--- config.mk ---
export PLATFORM = sky130hd
export DESIGN_NAME = counter_sync
export DESIGN_NICKNAME = d
export VERILOG_FILES = /design/src/rtl/counter_sync_pkg.sv /design/src/rtl/counter_sync_incr.sv /design/src/rtl/counter_sync.sv
export SDC_FILE = /design/constraint.sdc
export NUM_CORES = 1
export LEC_CHECK = 0
export ABC_AREA = 1
export BUFFER_PORTS_ARGS = -buffer_cell sky130_fd_sc_hd__buf_2
export CAP_MARGIN = 10
export CORE_AREA = 4 4 41 43
export CTS_CLUSTER_DIAMETER = 150
export CTS_CLUSTER_SIZE = 16
export DETAILED_ROUTE_END_ITERATION = 10
export DIE_AREA = 0 0 45 47
export GPL_TIMING_DRIVEN = 0
export SKIP_CTS_REPAIR_TIMING = 1
export SLEW_MARGIN = 15
export SYNTH_ARGS = -nofsm -noshare
export SYNTH_HDL_FRONTEND = slang
export SYNTH_SLANG_ARGS = --single-unit
export TNS_END_PERCENT = 10
--- constraint.sdc ---
create_clock -name clock -period 0.9 [get_ports clock]
set_clock_uncertainty 0.05 [all_clocks]
set_input_delay 0.225 -clock clock [delete_from_list [all_inputs] [get_ports clock]]
set_output_delay 0.225 -clock clock [all_outputs]
set_load 0.02 [all_outputs]
--- src/rtl/counter_sync_pkg.sv ---
// counter_sync_pkg
//   Shared constants for the counter_sync block, used by both RTL and benches.
//   DEFAULT_WIDTH : default counter width
//   COUNT_RESET   : value loaded while reset is asserted (all zeros; cast to
//                   the instance width at the point of use)
package counter_sync_pkg;

  localparam int DEFAULT_WIDTH = 4;
  localparam int COUNT_RESET   = 0;

endpackage

--- src/rtl/counter_sync_incr.sv ---
// counter_sync_incr
//   Purely combinational +1 built from a ripple chain of half-adder cells.
//   Cell i adds a[i] and carry[i]; carry[0] is tied to 1 so the chain
//   increments by one.
//   Ports:
//     a         [WIDTH] in  : operand
//     sum       [WIDTH] out : (a + 1) mod 2^WIDTH
//     carry_out         out : carry from the top cell (high only when a is all ones)
module counter_sync_incr
  import counter_sync_pkg::*;
#(
  parameter int WIDTH = DEFAULT_WIDTH
) (
  input  logic [WIDTH-1:0] a,
  output logic [WIDTH-1:0] sum,
  output logic             carry_out
);

  logic [WIDTH:0] carry;

  assign carry[0] = 1'b1;

  for (genvar i = 0; i < WIDTH; i++) begin : g_ha
    assign sum[i]     = a[i] ^ carry[i];
    assign carry[i+1] = a[i] & carry[i];
  end

  assign carry_out = carry[WIDTH];

endmodule

--- src/rtl/counter_sync.sv ---
// counter_sync
//   Free-running WIDTH-bit up-counter with synchronous active-low reset.
//   The count wraps silently from all ones to zero.
//   Ports:
//     clock          in  : single clock, all updates on the rising edge
//     reset          in  : synchronous, active-low; loads zero when sampled low
//     out   [WIDTH]  out : count register, no combinational path from inputs
module counter_sync
  import counter_sync_pkg::*;
#(
  parameter int WIDTH = DEFAULT_WIDTH
) (
  input  logic             clock,
  input  logic             reset,
  output logic [WIDTH-1:0] out
);

  if (WIDTH < 1) begin : g_bad_width
    $fatal(1, "counter_sync: WIDTH must be at least 1");
  end

  logic [WIDTH-1:0] incr_sum;
  // Carry-out of the incrementer is intentionally dropped: wrap has no flag.
  logic             carry_unused;

  counter_sync_incr #(
    .WIDTH(WIDTH)
  ) u_incr (
    .a        (out),
    .sum      (incr_sum),
    .carry_out(carry_unused)
  );

  always_ff @(posedge clock) begin
    if (!reset) out <= WIDTH'(COUNT_RESET);
    else        out <= incr_sum;
  end

endmodule

== Word-level counts from Yosys, hierarchy flattened ==
Index checks and enable logic that the tools add are counted.

* Bits in registers: 4
* Input bits: 2
* Output and inout port bits: 4
* Logic and storage cells: 7

* Bitwise logic cells: 6

{| class="wikitable"
|+ Operators with widths
! cell !! count
|-
| $xor 1x1->1 || 3
|-
| $and 1x1->1 || 2
|-
| $not 1->1 || 1
|}

== Depth between registers and ports, before layout ==
Gate-level depths: netlist (run 1).

* Depth in word-level cells: 3
* Gate-level depth with buffers: 5
* Depth with buffers taken out: 5

== Modules after synthesis ==
From an unflattened synthesis (run 1), not the netlist that was laid out.

* Cell total of the unflattened synthesis: 16
* Area, all modules: 151.4 sq um

{| class="wikitable"
|+ By module, submodules not included
! module !! instances !! cells an instance !! area each (sq um) !! sequential area each (sq um)
|-
| counter_sync || 1 || 12 || 110.1 || 80.1
|-
| counter_sync_incr || 1 || 4 || 41.3 || 0.0
|}

== Least setup slack after synthesis (run 1) ==
Ideal clock, no wire load.

* Path type: reg2reg
* Start: reg out[0]
* End: reg out[2]
* Library setup time: 0.109 ns
* Data arrival time: 0.928 ns
* Data required time: 0.741 ns
* Path slack: -0.187 ns
* Cell stages (with the launch flop): 5
* Buffers on the path: 0
* Clock period less this slack: 1.087 ns
* Cell sequence: dfxtp_1 > ha_1 > ha_1 > nand2_1 > inv_1

* Longest elaborated chain between the ends: 2

{| class="wikitable"
|+ Ends and longest elaborated chain
! item !! RTL line !! RTL
|-
| start: declaration || counter_sync.sv:15 || <nowiki>output logic [WIDTH-1:0] out</nowiki>
|-
| start signal: assignment || counter_sync.sv:35 || <nowiki>if (!reset) out <= WIDTH'(COUNT_RESET);</nowiki>
|-
| start signal: assignment || counter_sync.sv:36 || <nowiki>else out <= incr_sum;</nowiki>
|-
| $and 1x1->1 || counter_sync_incr.sv:25 || <nowiki>assign carry[i+1] = a[i] & carry[i];</nowiki>
|-
| $xor 1x1->1 || counter_sync_incr.sv:24 || <nowiki>assign sum[i] = a[i] ^ carry[i];</nowiki>
|-
| named net incr_sum[2] || counter_sync.sv:22 || <nowiki>logic [WIDTH-1:0] incr_sum;</nowiki>
|}

The timed path passes the listed nets, and every way through them passes these cells.
A chain may end at the register's enable or synchronous reset.

== Worst setup path in the final report (run 1) ==
* Start: reg out[0]
* End: out out[0]

No word-level cell between the ends.

==> metrics list, run 1 <==
* Max-cap violations: 0
- In this run, synthesis produced a sequential element count of 4.
- Global routing consumed, over all layers together, 4.18% of the routing resources.
- Synth Net Count: 20
* Post-synthesis cell count: 16
- Setup repair after global routing could not meet its margin everywhere.
- Adder-Cell Fraction of Synth Area: 17.5%
* Final-layout fill cell count: 154
- N_diodes: 0
- Count of buffer and inverter cells on the critical path: 1
- In this run the number of cells on the critical path is 1.
- Netlist cell types: 5
- Simple-gate portion of the synthesized area: 18.4%
- Maximum single-stage delay on the critical path: 0.35 ns
- Of the available clock period, the critical path in the final layout requires 110%.
- For the worst setup path, the data arrival time is 0.72 ns.
* Starting DRT DRC Count: 0
- Footprint of the multi-input gates: 76.3 um2
- The worst hold path passes through 3 cells.
* Synthesized-area fraction occupied by ao, oa, aoi and oai cells: 0%
- The checks that failed: negative setup slack.
* Worst Setup Path Type: register to primary output
- The root buffer cell chosen for the clock tree is sky130_fd_sc_hd__clkbuf_4.
* Core area: 1300 um2
* DRC Markers: 0
* Worst VDD drop: 0.337 mV
* Clock slew at the register clock pins of the worst setup and hold paths: 0.04 ns
- Area taken by flip-flops and latches: 90.1 um2
- Per report_power, the clock group accounts for 48.1% of the total.
- Hold Vio Cnt, Final: 0
- Portion of netlist area occupied by mux cells: 0%
- Row generation in the floorplan step produced 13 rows.
* Floorplan die width: 45 um
- Final-stage net count: 30
* Syn-to-layout area delta: 91.2%
* CTS H-tree depth: 1
- Overall power consumption: 0.518 mW
* Die span in y: 47 um
- In this run the power spent charging and discharging nets is 0.126 mW.
* Placer congestion estimate: 0.630
- Area enclosed by the die boundary: 2120 um2
- CP required: 0.62 ns
- The first global-routing pass estimated 503 um of wire.
* Syn Std Cell Area: 143 um2
- Number of flip-flops in the largest register: 4
- Largest area contributor in the netlist: sky130_fd_sc_hd__dfxtp_1
* Combinational cell fraction of total power: 12.4%
- Worst path slowest cell: sky130_fd_sc_hd__dfxtp_4
- Summed over all layers, the routed wires come to 284 um.
* # IOs: 6
- Setup violations remaining at the end of the flow were counted as 6.
- Per-cell via count in the routed design: 3.23
- Clk_lat worst skew: 0.24 ns
- Number of global-route vias before repair: 143
* Initial Utilization: 11.0%
- The final number of max-transition violations is 0.
- Class of the most critical hold timing path: input pin to register
* Maximum fanout along the worst path: 3
* Longest Clk Path Bufs: 2
* Headroom to the max-slew limit: 94.2%
- In the final routed layout, each cell accounts on average for 7.10 um.
- Walking the worst path, the cells encountered are buf_6.
- Number of buffers created by CTS: 3
- Maximum number of pins on one net before global-route repair: 5
- Yosys printed 0 warnings.
- The count of buffers added on input and output ports is 5.
- After Yosys synthesis, XOR and XNOR cells account for 0% of the synthesized area.
* Status: finished, violations left
* Startpoint kind of the worst setup timing path: register
- Fmax: 1010 MHz
- Detail Route Antenna Nets: 0
- For the finished layout, the period the worst path requires is 0.993 ns.
- First-pass DRT Iterations: 1
- Power per Cell Area: 1900 nW/um2
- Top flop regs: out: 4 flops
- The internal power of the cells totals 0.392 mW.
- By area the synthesized netlist is led by sky130_fd_sc_hd__dfxtp_1, sky130_fd_sc_hd__ha_1, sky130_fd_sc_hd__nand2_1, sky130_fd_sc_hd__inv_1, sky130_fd_sc_hd__nor2_1.
- Utilization after layout: 21.0%
* Largest family of logic cells by synthesized area: simple AND/OR/NAND/NOR gates
- The total overflow left after global routing is 0.
- Worst reg-to-reg path cell count: 4
* Area share of the largest cell type after synthesis: 56.1%
- Net switching is 24.3% of the power.
- Largest delay contributor family on the critical path: flip-flops
* Syn Area/Cell: 8.91 um2
* Clock tree from TritonCTS: yes
- The analysis attributes to cell leakage a power of 0.129 nW.
- Flop pwr share: 39.5%
* Sequential share of the synthesized area: 56.1%
- For this block, the via count after detailed routing is 129.
- Of the cells placed in the final design, the portion with a size suffix greater than 1 is 56.0%.
- Number of sinks on the clock net: 4
* Most flop-heavy register: out
- Post-layout worst setup margin: -0.0926 ns
- Sort of element at the end of the critical path: primary output
* Worst-Margin Slew: 0.0872 ns
* Initial antenna violation count: 0
[routing by layer]
| layer | part of all wire [%] | up-vias | global-route usage (%) |
|---|---|---|---|
| met5 | 0 | - | 0 |
| met4 | 4.9 | 0 | 7.02 |
| met3 | 17 | 2 | 3.83 |
| met2 | 49 | 6 | 5.65 |
| met1 | 29 | 57 | 2.49 |
| li1 | - | 64 | - |
[stage by stage]
| stage | setup slack, ns | hold WS, ns | std cells | area, um2 | TNS [ns] |
|---|---|---|---|---|---|
| global route | -0.115 | 0.187 | 40 | 273 | -0.586 |
| CTS | -0.173 | 0.159 | 40 | 245 | -0.657 |
| global placement | -0.0200 | 0.368 | 36 | 219 | -0.0354 |
| finish | -0.0926 | 0.161 | 40 | 273 | -0.398 |
| detailed placement | -0.0283 | 0.377 | 36 | 219 | -0.0540 |
| floorplan | -0.0423 | 0.268 | 16 | 175 | -0.0795 |
[power by group through the flow]
| stage | sequential, mW | clock [mW] | combinational [mW] |
|---|---|---|---|
| 2_1_floorplan | 0.219 | 0 | 0.0198 |
| 3_3_place_gp | 0.204 | 0 | 0.0519 |
| 3_5_place_dp | 0.205 | 0 | 0.0532 |
| 4_1_cts | 0.202 | 0.263 | 0.0535 |
| 5_1_grt | 0.206 | 0.278 | 0.0757 |
| 6_report | 0.205 | 0.249 | 0.0644 |
[worst paths after layout]
check	from	to	slack [ns]
setup / recovery	out[0]$_SDFF_PN0_	out[0]	-0.09
hold / removal	reset	out[1]$_SDFF_PN0_	0.16
setup reg to reg	out[0]$_SDFF_PN0_	out[2]$_SDFF_PN0_	-0.04
hold reg to reg	out[0]$_SDFF_PN0_	out[0]$_SDFF_PN0_	0.39
[final cells by class]
class | instances | area share, %
Sequential cell | 4 | 33.0
Multi-Input combinational cell | 9 | 28.0
Timing Repair Buffer | 5 | 18.3
Clock buffer | 4 | 9.63
Tap cell | 15 | 6.88
Inverter | 3 | 4.13
[cells in the mapped netlist]
master                    count
sky130_fd_sc_hd__ha_1         2
sky130_fd_sc_hd__inv_1        3
sky130_fd_sc_hd__dfxtp_1      4
sky130_fd_sc_hd__nand2_1      4
sky130_fd_sc_hd__nor2_1       3
[cell families after synthesis]
family        count (synthesis)
flops                         4
simple gates                  7
fa+ha+maj                     2
buf+inv                       3
[layout by cell type (no fill, tap or decap)]
cell type | Yosys | final
sky130_fd_sc_hd__inv_1 | 3 | 3
sky130_fd_sc_hd__ha_4 | 0 | 2
sky130_fd_sc_hd__dfxtp_4 | 0 | 2
sky130_fd_sc_hd__nand2_1 | 4 | 4
sky130_fd_sc_hd__nor2_1 | 3 | 3
sky130_fd_sc_hd__dfxtp_2 | 0 | 2
sky130_fd_sc_hd__clkbuf_4 | 0 | 3
sky130_fd_sc_hd__buf_2 | 0 | 1
sky130_fd_sc_hd__clkbuf_1 | 0 | 1
sky130_fd_sc_hd__buf_6 | 0 | 4
Note: power is estimated with default switching activity, not from simulation.
==> run 2: changes to the inputs <==
==> constraint.sdc (replaced) <==
create_clock -name clock -period 1 [get_ports clock]
set_clock_uncertainty 0.05 [all_clocks]
set_input_delay 0.25 -clock clock [delete_from_list [all_inputs] [get_ports clock]]
set_output_delay 0.25 -clock clock [all_outputs]
set_load 0.02 [all_outputs]
==> run 2 against run 1 <==
Against the previous run: the run still ends with negative setup slack left; utilization is 0.77 points lower; count of clock-buffer cells in the layout stayed put; critical path depth stayed put; die area stayed put; combinational power is 15% lower; clock power is 12% lower; hold slack better by 0.034 ns; register-to-register slack better by 0.06 ns; sequential cell count stayed put; cell area is 3.7% lower.
==> metrics list, run 2 (synthesis results as in run 1) <==
* Worst Setup Path Type: register to primary output
* Share of post-route cells with drive strength above 1: 56.0% (unchanged)
- # IOs: 6 (unchanged)
* GRT Residual Overflow: 0 (unchanged)
- The power density over cell area came to 1740 nW/um2 (-8.4%).
- The placement-stage worst setup slack is 0.0204 ns (+0.0487 ns).
* Hold Vio Cnt, Final: 0 (unchanged)
- In this run the most critical hold path is launched from reset.
- Fmax: 987 MHz
- Class of the most critical hold timing path: input pin to register
* Die span in y: 47 um (unchanged)
- The final total negative setup slack was -0.0253 ns (+0.373 ns).
- The overall routing resource usage was 3.79% (-0.39 points).
- Final-layout fill cell count: 150 (-2.6%)
* Flop pwr share: 40.1% (+0.6 points)
- The checks that failed: negative setup slack.
- The cell sitting at the root of the clock tree is a sky130_fd_sc_hd__clkbuf_4.
- Detail Route Antenna Nets: 0 (unchanged)
- The critical path's largest stage delay came to 0.35 ns (about the same).
* Core area: 1300 um2 (unchanged)
* Per-cell via count in the routed design: 3.03 (-6.2%)
- Syn-to-layout area delta: 84.2%
- On the critical path, the stage with the largest delay is an instance of sky130_fd_sc_hd__dfxtp_4.
* Portion of total power attributed to the clock network: 48.0% (about the same)
- The part of the power in combinational logic came to 12.0% (-0.4 points).
* Sort of element at the end of the critical path: primary output
* Number of global-route vias before repair: 94 (-34%)
* N_diodes: 0 (unchanged)
- Net switching component of the power: 0.106 mW (-15%)
- Avg WL per Cell: 6.50 um (-8.5%)
- The final worst slack is -0.0136 ns (+0.0790 ns).
- Largest delay contributor family on the critical path: flip-flops
- Longest Clk Path Bufs: 2 (unchanged)
- Final critical path time including I/O delays and setup: 1.01 ns
* Sw Ratio: 23.3% (-0.96 points)
* Setup-violating endpoint count in the final report: 2 (-4)
* Status: finished, violations left
* DP Area: 204 um2 (-6.9%)
* Headroom to the max-slew limit: 95.0% (+0.85 points)
- The number of input and output port buffers inserted came to 5 (unchanged).
- The highest ir drop seen on vdd is 0.234 mV (-31%).
- Top flop regs: out: 4 flops
* Footprint of the multi-input gates: 66.3 um2 (-13%)
- The utilization after layout was 20.2% (-0.77 points).
* Number of buffers created by CTS: 3 (unchanged)
- The worst register-to-register path begins at out[0]$_SDFF_PN0_.
- Commonest cells after routing, fill and taps aside: sky130_fd_sc_hd__nand2_1, sky130_fd_sc_hd__buf_6, sky130_fd_sc_hd__inv_1, sky130_fd_sc_hd__nor2_1, sky130_fd_sc_hd__clkbuf_4
* Static leakage power: 0.129 nW (-0.27%)
- The first-pass GRT wire length came to 407 um (-19%).
- The clock-pin transition on the worst setup and hold timing paths was 0.04 ns (about the same).
* Final-stage net count: 30 (unchanged)
* Maximum number of pins on one net before global-route repair: 5 (unchanged)
- Worst-Margin Slew: 0.0743 ns (-0.0130 ns)
* Max-cap violations: 0 (unchanged)
- Setup repair after global routing could not meet its margin everywhere.
* CTS H-tree depth: 1 (unchanged)
* Terminating pin of the worst hold path: out[1]$_SDFF_PN0_
- The sum of internal, switching and leakage power came to 0.457 mW (-12%).
- The signal on the critical path passes through buf_6.
- The required time of the worst setup path was 0.70 ns (+0.08 ns).
- Worst reg-to-reg path cell count: 4 (unchanged)
* Placer congestion estimate: 0.630 (about the same)
- Crit path depth: 1 (unchanged)
- The starting DRC count in detailed routing was 0 (unchanged).
- The combined buffer and inverter count along the critical path was 1 (unchanged).
* Maximum fanout along the worst path: 3 (unchanged)
- Most flop-heavy register: out
- Initial Utilization: 11.0% (unchanged)
* Area taken by flip-flops and latches: 90.1 um2 (unchanged)
- The internal power contribution is 0.351 mW (-11%).
* Area of all placed cells without fillers: 263 um2 (-3.7%)
* Reg-to-reg critical path endpoint: out[2]$_SDFF_PN0_
- The length of the first detailed-routing pass in iterations is 1 (unchanged).
- The initial antenna violation count is 0 (unchanged).
* Post-detailed-routing wire length: 260 um (-8.5%)
* Clk_lat worst skew: 0.24 ns (about the same)
* Cells on Worst Hold Path: 3 (unchanged)
- The die boundary width was 45 um (unchanged).
* Cell row count: 13 (unchanged)
* DRC Markers: 0 (unchanged)
- Number of flip-flops in the largest register: 4 (unchanged)
- Number of sinks on the clock net: 4 (unchanged)
- Fin crit share: 101%
* Routed vias: 121 (-6.2%)
- The final number of max-transition violations came to 0 (unchanged).
- Worst-case register-to-register setup slack: 0.02 ns (+0.06 ns)
- STA classifies the critical path startpoint as a register.
- Arrival time at the worst endpoint: 0.71 ns (about the same)
* Area enclosed by the die boundary: 2120 um2 (unchanged)
- Clock tree from TritonCTS: yes
==> run 2: cell counts in the layout (fill, tap and decap cells not counted) <==
Identical to the previous run, type by type.
==> run 2: layout make-up <==
type                       count  share of cell area, %
timing repair buffer           5                   19.0
multi-input combinational      9                   25.2
inverter                       3                   4.29
tap                           15                   7.14
sequential                     4                   34.3
clock buffer                   4                   10.0
==> run 2: per-stage QoR <==
stage,hold WS [ns],std cells
3_5_place_dp,0.375,36
5_1_grt,0.200,40
3_3_place_gp,0.369,36
4_1_cts,0.182,40
2_1_floorplan,0.293,16
6_report,0.195,40
==> run 2: how the worst max path moves through the flow <==
stage	startpoint	end	slack, ns
6_report	out[0]$_SDFF_PN0_	out[0]	-0.01
5_1_grt	out[0]$_SDFF_PN0_	out[0]	-0.05
4_1_cts	out[1]$_SDFF_PN0_	out[1]	-0.07
3_5_place_dp	out[0]$_SDFF_PN0_	out[2]$_SDFF_PN0_	0.02
3_3_place_gp	out[0]$_SDFF_PN0_	out[2]$_SDFF_PN0_	0.02
2_1_floorplan	out[1]$_SDFF_PN0_	out[2]$_SDFF_PN0_	0.002
==> run 2: layer usage <==
| layer | global-route usage [%] | part of all wire (%) | up-vias |
|---|---|---|---|
| met5 | 0 | 0 | - |
| met4 | 7.02 | 0 | 0 |
| met3 | 4.60 | 15 | 0 |
| met2 | 3.39 | 45 | 4 |
| met1 | 2.73 | 40 | 51 |
| li1 | - | - | 66 |
==> run 2: worst reg2reg max path, cell delays in order (launching register included) <==
cell and delay (ns):
sky130_fd_sc_hd__dfxtp_4 0.35, sky130_fd_sc_hd__ha_4 0.15, sky130_fd_sc_hd__ha_2 0.30, sky130_fd_sc_hd__nand2_1 0.04, sky130_fd_sc_hd__inv_1 0.04
==> run 2: power groups by stage <==
stage	Sequential (mW)	Clock [mW]	Combinational, mW
after global routing	0.185	0.254	0.0626
final	0.183	0.219	0.0547
after CTS	0.181	0.237	0.0441
after global placement	0.182	0	0.0441
after detailed placement	0.183	0	0.0440
after floorplan	0.196	0	0.0149
==> run 3: changes to the inputs <==
--- a/config.mk
+++ b/config.mk
@@ -5,12 +5,10 @@
 export SDC_FILE = /design/constraint.sdc
 export NUM_CORES = 1
 export LEC_CHECK = 0
-export ABC_AREA = 1
 export BUFFER_PORTS_ARGS = -buffer_cell sky130_fd_sc_hd__buf_2
 export CAP_MARGIN = 10
 export CORE_AREA = 4 4 41 43
 export CTS_CLUSTER_DIAMETER = 150
-export CTS_CLUSTER_SIZE = 16
 export DETAILED_ROUTE_END_ITERATION = 10
 export DIE_AREA = 0 0 45 47
 export GPL_TIMING_DRIVEN = 0
==> run 3 against run 2 <==
Against the previous run: the run still ends with negative setup slack left; power fell by 0.27%; utilization fell by 0.58 points; combinational power fell by 3.8%; sequential cell count did not move; hold slack improved by 0.0075 ns.
==> metrics list, run 3 <==
* Async set or reset register ratio after synthesis: 0% (unchanged)
* DRC Markers: 0 (unchanged)
- The worst setup path is captured at a register.
* Origin of the worst min-delay path: reset
- Post-synthesis cell count: 11 (-5)
- The worst register-to-register path begins at out[0]$_SDFF_PN0_.
* Largest area contributor in the netlist: sky130_fd_sc_hd__dfxtp_1
- The placeable core region came to 1300 um2 (unchanged).
- The number of synthesized flops with an enable pin was 0 (unchanged).
- Area contributors post-synth: sky130_fd_sc_hd__dfxtp_1, sky130_fd_sc_hd__ha_1, sky130_fd_sc_hd__and2_1, sky130_fd_sc_hd__xor2_1, sky130_fd_sc_hd__nor2b_1
* Number of flip-flops and latches in the synthesized netlist: 4 (unchanged)
- The final net count is 25 (-17%).
- The final worst slack is -0.106 ns (-0.0922 ns).
- Worst reg-to-reg path cell count: 4 (unchanged)
- Buffer type at the clock tree root: sky130_fd_sc_hd__clkbuf_4
- The overall die height was 47 um (unchanged).
- Headroom to the max-slew limit: 91.8% (-3.3 points)
- Number of sinks on the clock net: 4 (unchanged)
- Worst-Margin Slew: 0.123 ns (+0.0489 ns)
* Commonest cells after routing, fill and taps aside: sky130_fd_sc_hd__and2_1, sky130_fd_sc_hd__clkbuf_4, sky130_fd_sc_hd__buf_2
- Worst Setup Path Type: register to register
- Count of buffers from port buffering: 5 (unchanged)
- Maximum number of pins on one net before global-route repair: 5 (unchanged)
- Violations in the final reports: negative setup slack
- Initial Utilization: 10.7% (-0.29 points)
* Cell row count: 13 (unchanged)
- Synthesis warning total: 0 (unchanged)
- The arrival time of data at the critical path endpoint came to 1.17 ns (+0.46 ns).
- Final count of pins violating max slew: 0 (unchanged)
- The worst reg-to-reg setup slack is -0.11 ns (-0.13 ns).
- Class of the most critical hold timing path: input pin to register
* Area of all placed cells without fillers: 255 um2 (-2.9%)
- Clk_lat worst skew: 0.24 ns (about the same)
- Compared with the post-synthesis result, the final layout area differs by 83.8%.
- Max-cap violations: 0 (unchanged)
* Top flip-flop cell by instance count after synthesis: sky130_fd_sc_hd__dfxtp_1
- Detail Route Antenna Nets: 0 (unchanged)
- The I/O pin total is 6 (unchanged).
- Worst VDD drop: 0.240 mV (+2.6%)
- Starting DRT DRC Count: 1 (+1)
- First-pass DRT Iterations: 2 (+1)
- Syn Std Cell Area: 139 um2 (-2.6%)
- The sequential area share after synthesis was 57.7% (+1.5 points).
* Post-Place Worst Slack: -0.0959 ns (-0.116 ns)
* Power per Cell Area: 1790 nW/um2 (+2.7%)
- The largest driver fanout on the critical path came to 3 (unchanged).
* Number of global-route vias before repair: 126 (+34%)
- Setup repair after global routing could not meet its margin everywhere.
- The overall routing resource usage is 4.66% (+0.87 points).
- In this run the most used layer during global routing was met4.
- The endpoint identified for the worst register-to-register timing path is out[3]$_SDFF_PN0_.
- Most flop-heavy register: out
* Per-cell via count in the routed design: 2.83 (-6.5%)
* Startpoint kind of the worst setup timing path: register
- The clock-pin transition on the worst setup and hold timing paths is 0.04 ns (about the same).
- The final-report setup violation count came to 6 (+4).
* Synth Net Count: 15 (-25%)
* Met2 routing resource usage after global routing: 5.08% (+1.7 points)
* Leading post-synthesis cells by instance count: sky130_fd_sc_hd__dfxtp_1, sky130_fd_sc_hd__and2_1, sky130_fd_sc_hd__ha_1
- CTS H-tree depth: 1 (unchanged)
- Area share of the largest cell type after synthesis: 57.7% (+1.5 points)
* Static leakage power: 0.113 nW (-12%)
* GRT Residual Overflow: 0 (unchanged)
- Netlist cell types: 5 (unchanged)
- The achievable clock frequency came to 904 MHz (-8.3%).
- Met3 track demand over resource in global routing: 4.98% (+0.38 points)
- Most common cell in the synthesized netlist: sky130_fd_sc_hd__dfxtp_1
- The flip-flop count of the largest register, all copies and words added was 4 (unchanged).
- The required time of the worst setup path is 1.07 ns (+0.37 ns).
- The global routing met1 resource utilization was 3.64% (+0.91 points).
* Share of post-route cells with drive strength above 1: 65.0% (+9.0 points)
- The number of antenna cells inserted is 0 (unchanged).
- The detail-routed net length per standard cell was 8.63 um (+33%).
- The total wirelength of the detailed-routed design came to 302 um (+16%).
- The overall via count from detail_route is 99 (-18%).
* Floorplan die width: 45 um (unchanged)
- Fin crit share: 111% (+9.2 points)
- The number of buffers on the longest clock path was 2 (unchanged).
- Final critical path time including I/O delays and setup: 1.11 ns (+0.0922 ns)
* DP Area: 215 um2 (+5.5%)
* Clock tree from TritonCTS: yes
- The most critical setup path has its startpoint at out[0]$_SDFF_PN0_.
* Hold Vio Cnt, Final: 0 (unchanged)
- Area enclosed by the die boundary: 2120 um2 (unchanged)
* Top flop regs: out: 4 flops
- The global placement routability congestion is 0.675 (+7.1%).
* Initial antenna violation count: 0 (unchanged)
* First-pass GRT wire length: 531 um (+30%)
* Number of buffers created by CTS: 3 (unchanged)
- The run finished, with violations left.
* Syn Area/Cell: 12.6 um2 (+42%)
- CP Capture Point: out[3]$_SDFF_PN0_
[run 3: layout make-up]
type	instances	area, um2
multi-input combinational	7	83.8
tap	15	18.8
timing repair buffer	5	37.5
fill	149	1050
clock buffer	4	26.3
sequential	4	88.8
[run 3: worst max-delay path, cell delays in order (launching register included)]
cell	delay (ns)
sky130_fd_sc_hd__dfxtp_4	0.35
sky130_fd_sc_hd__ha_4	0.16
sky130_fd_sc_hd__ha_4	0.14
sky130_fd_sc_hd__xor2_1	0.15
sky130_fd_sc_hd__and2_1	0.13
[run 3: cells by family after synthesis]
group / synth area share [%]
xor gates and xnor gates: 6.31
adders and majority gates: 18.0
DFF: 57.7
and+or+nand+nor: 18.0
[run 3: how the worst min path moves through the flow]
stage                                   end  slack [ns]  depth (start not counted)
after floorplan           out[1]$_SDFF_PN0_        0.32                          1
after global placement    out[0]$_SDFF_PN0_        0.37                          1
after detailed placement  out[0]$_SDFF_PN0_        0.39                          1
after CTS                 out[1]$_SDFF_PN0_        0.19                          2
after global routing      out[1]$_SDFF_PN0_        0.20                          2
final                     out[1]$_SDFF_PN0_        0.20                          2
[run 3: layer usage]
layer,up-vias,part of all wire (%)
met5,-,0
li1,53,-
met1,40,45
met3,0,13
met2,6,42
met4,0,0
[run 3: power by group]
| group | internal, mW | switching (mW) | leakage (nW) | total, mW |
|---|---|---|---|---|
| Combinational | 0.0285 | 0.0241 | 0.0632 | 0.0526 |
| Sequential | 0.172 | 0.0120 | 0.0345 | 0.184 |
| Clock | 0.150 | 0.0697 | 0.0150 | 0.220 |
| Total | 0.350 | 0.106 | 0.113 | 0.456 |
[run 3: metrics by stage]
| step | instances | TNS (ns) | util [%] | total power, mW | hold WS, ns |
|---|---|---|---|---|---|
| CTS | 35 | -0.422 | 18.6 | 0.463 | 0.193 |
| floorplan | 11 | -0.104 | - | 0.211 | 0.321 |
| detailed placement | 31 | -0.0962 | 16.5 | 0.231 | 0.387 |
| global route | 35 | -0.437 | 19.6 | 0.494 | 0.203 |
| finish | 35 | -0.226 | 19.6 | 0.456 | 0.202 |
| global placement | 31 | -0.0634 | 16.5 | 0.224 | 0.370 |
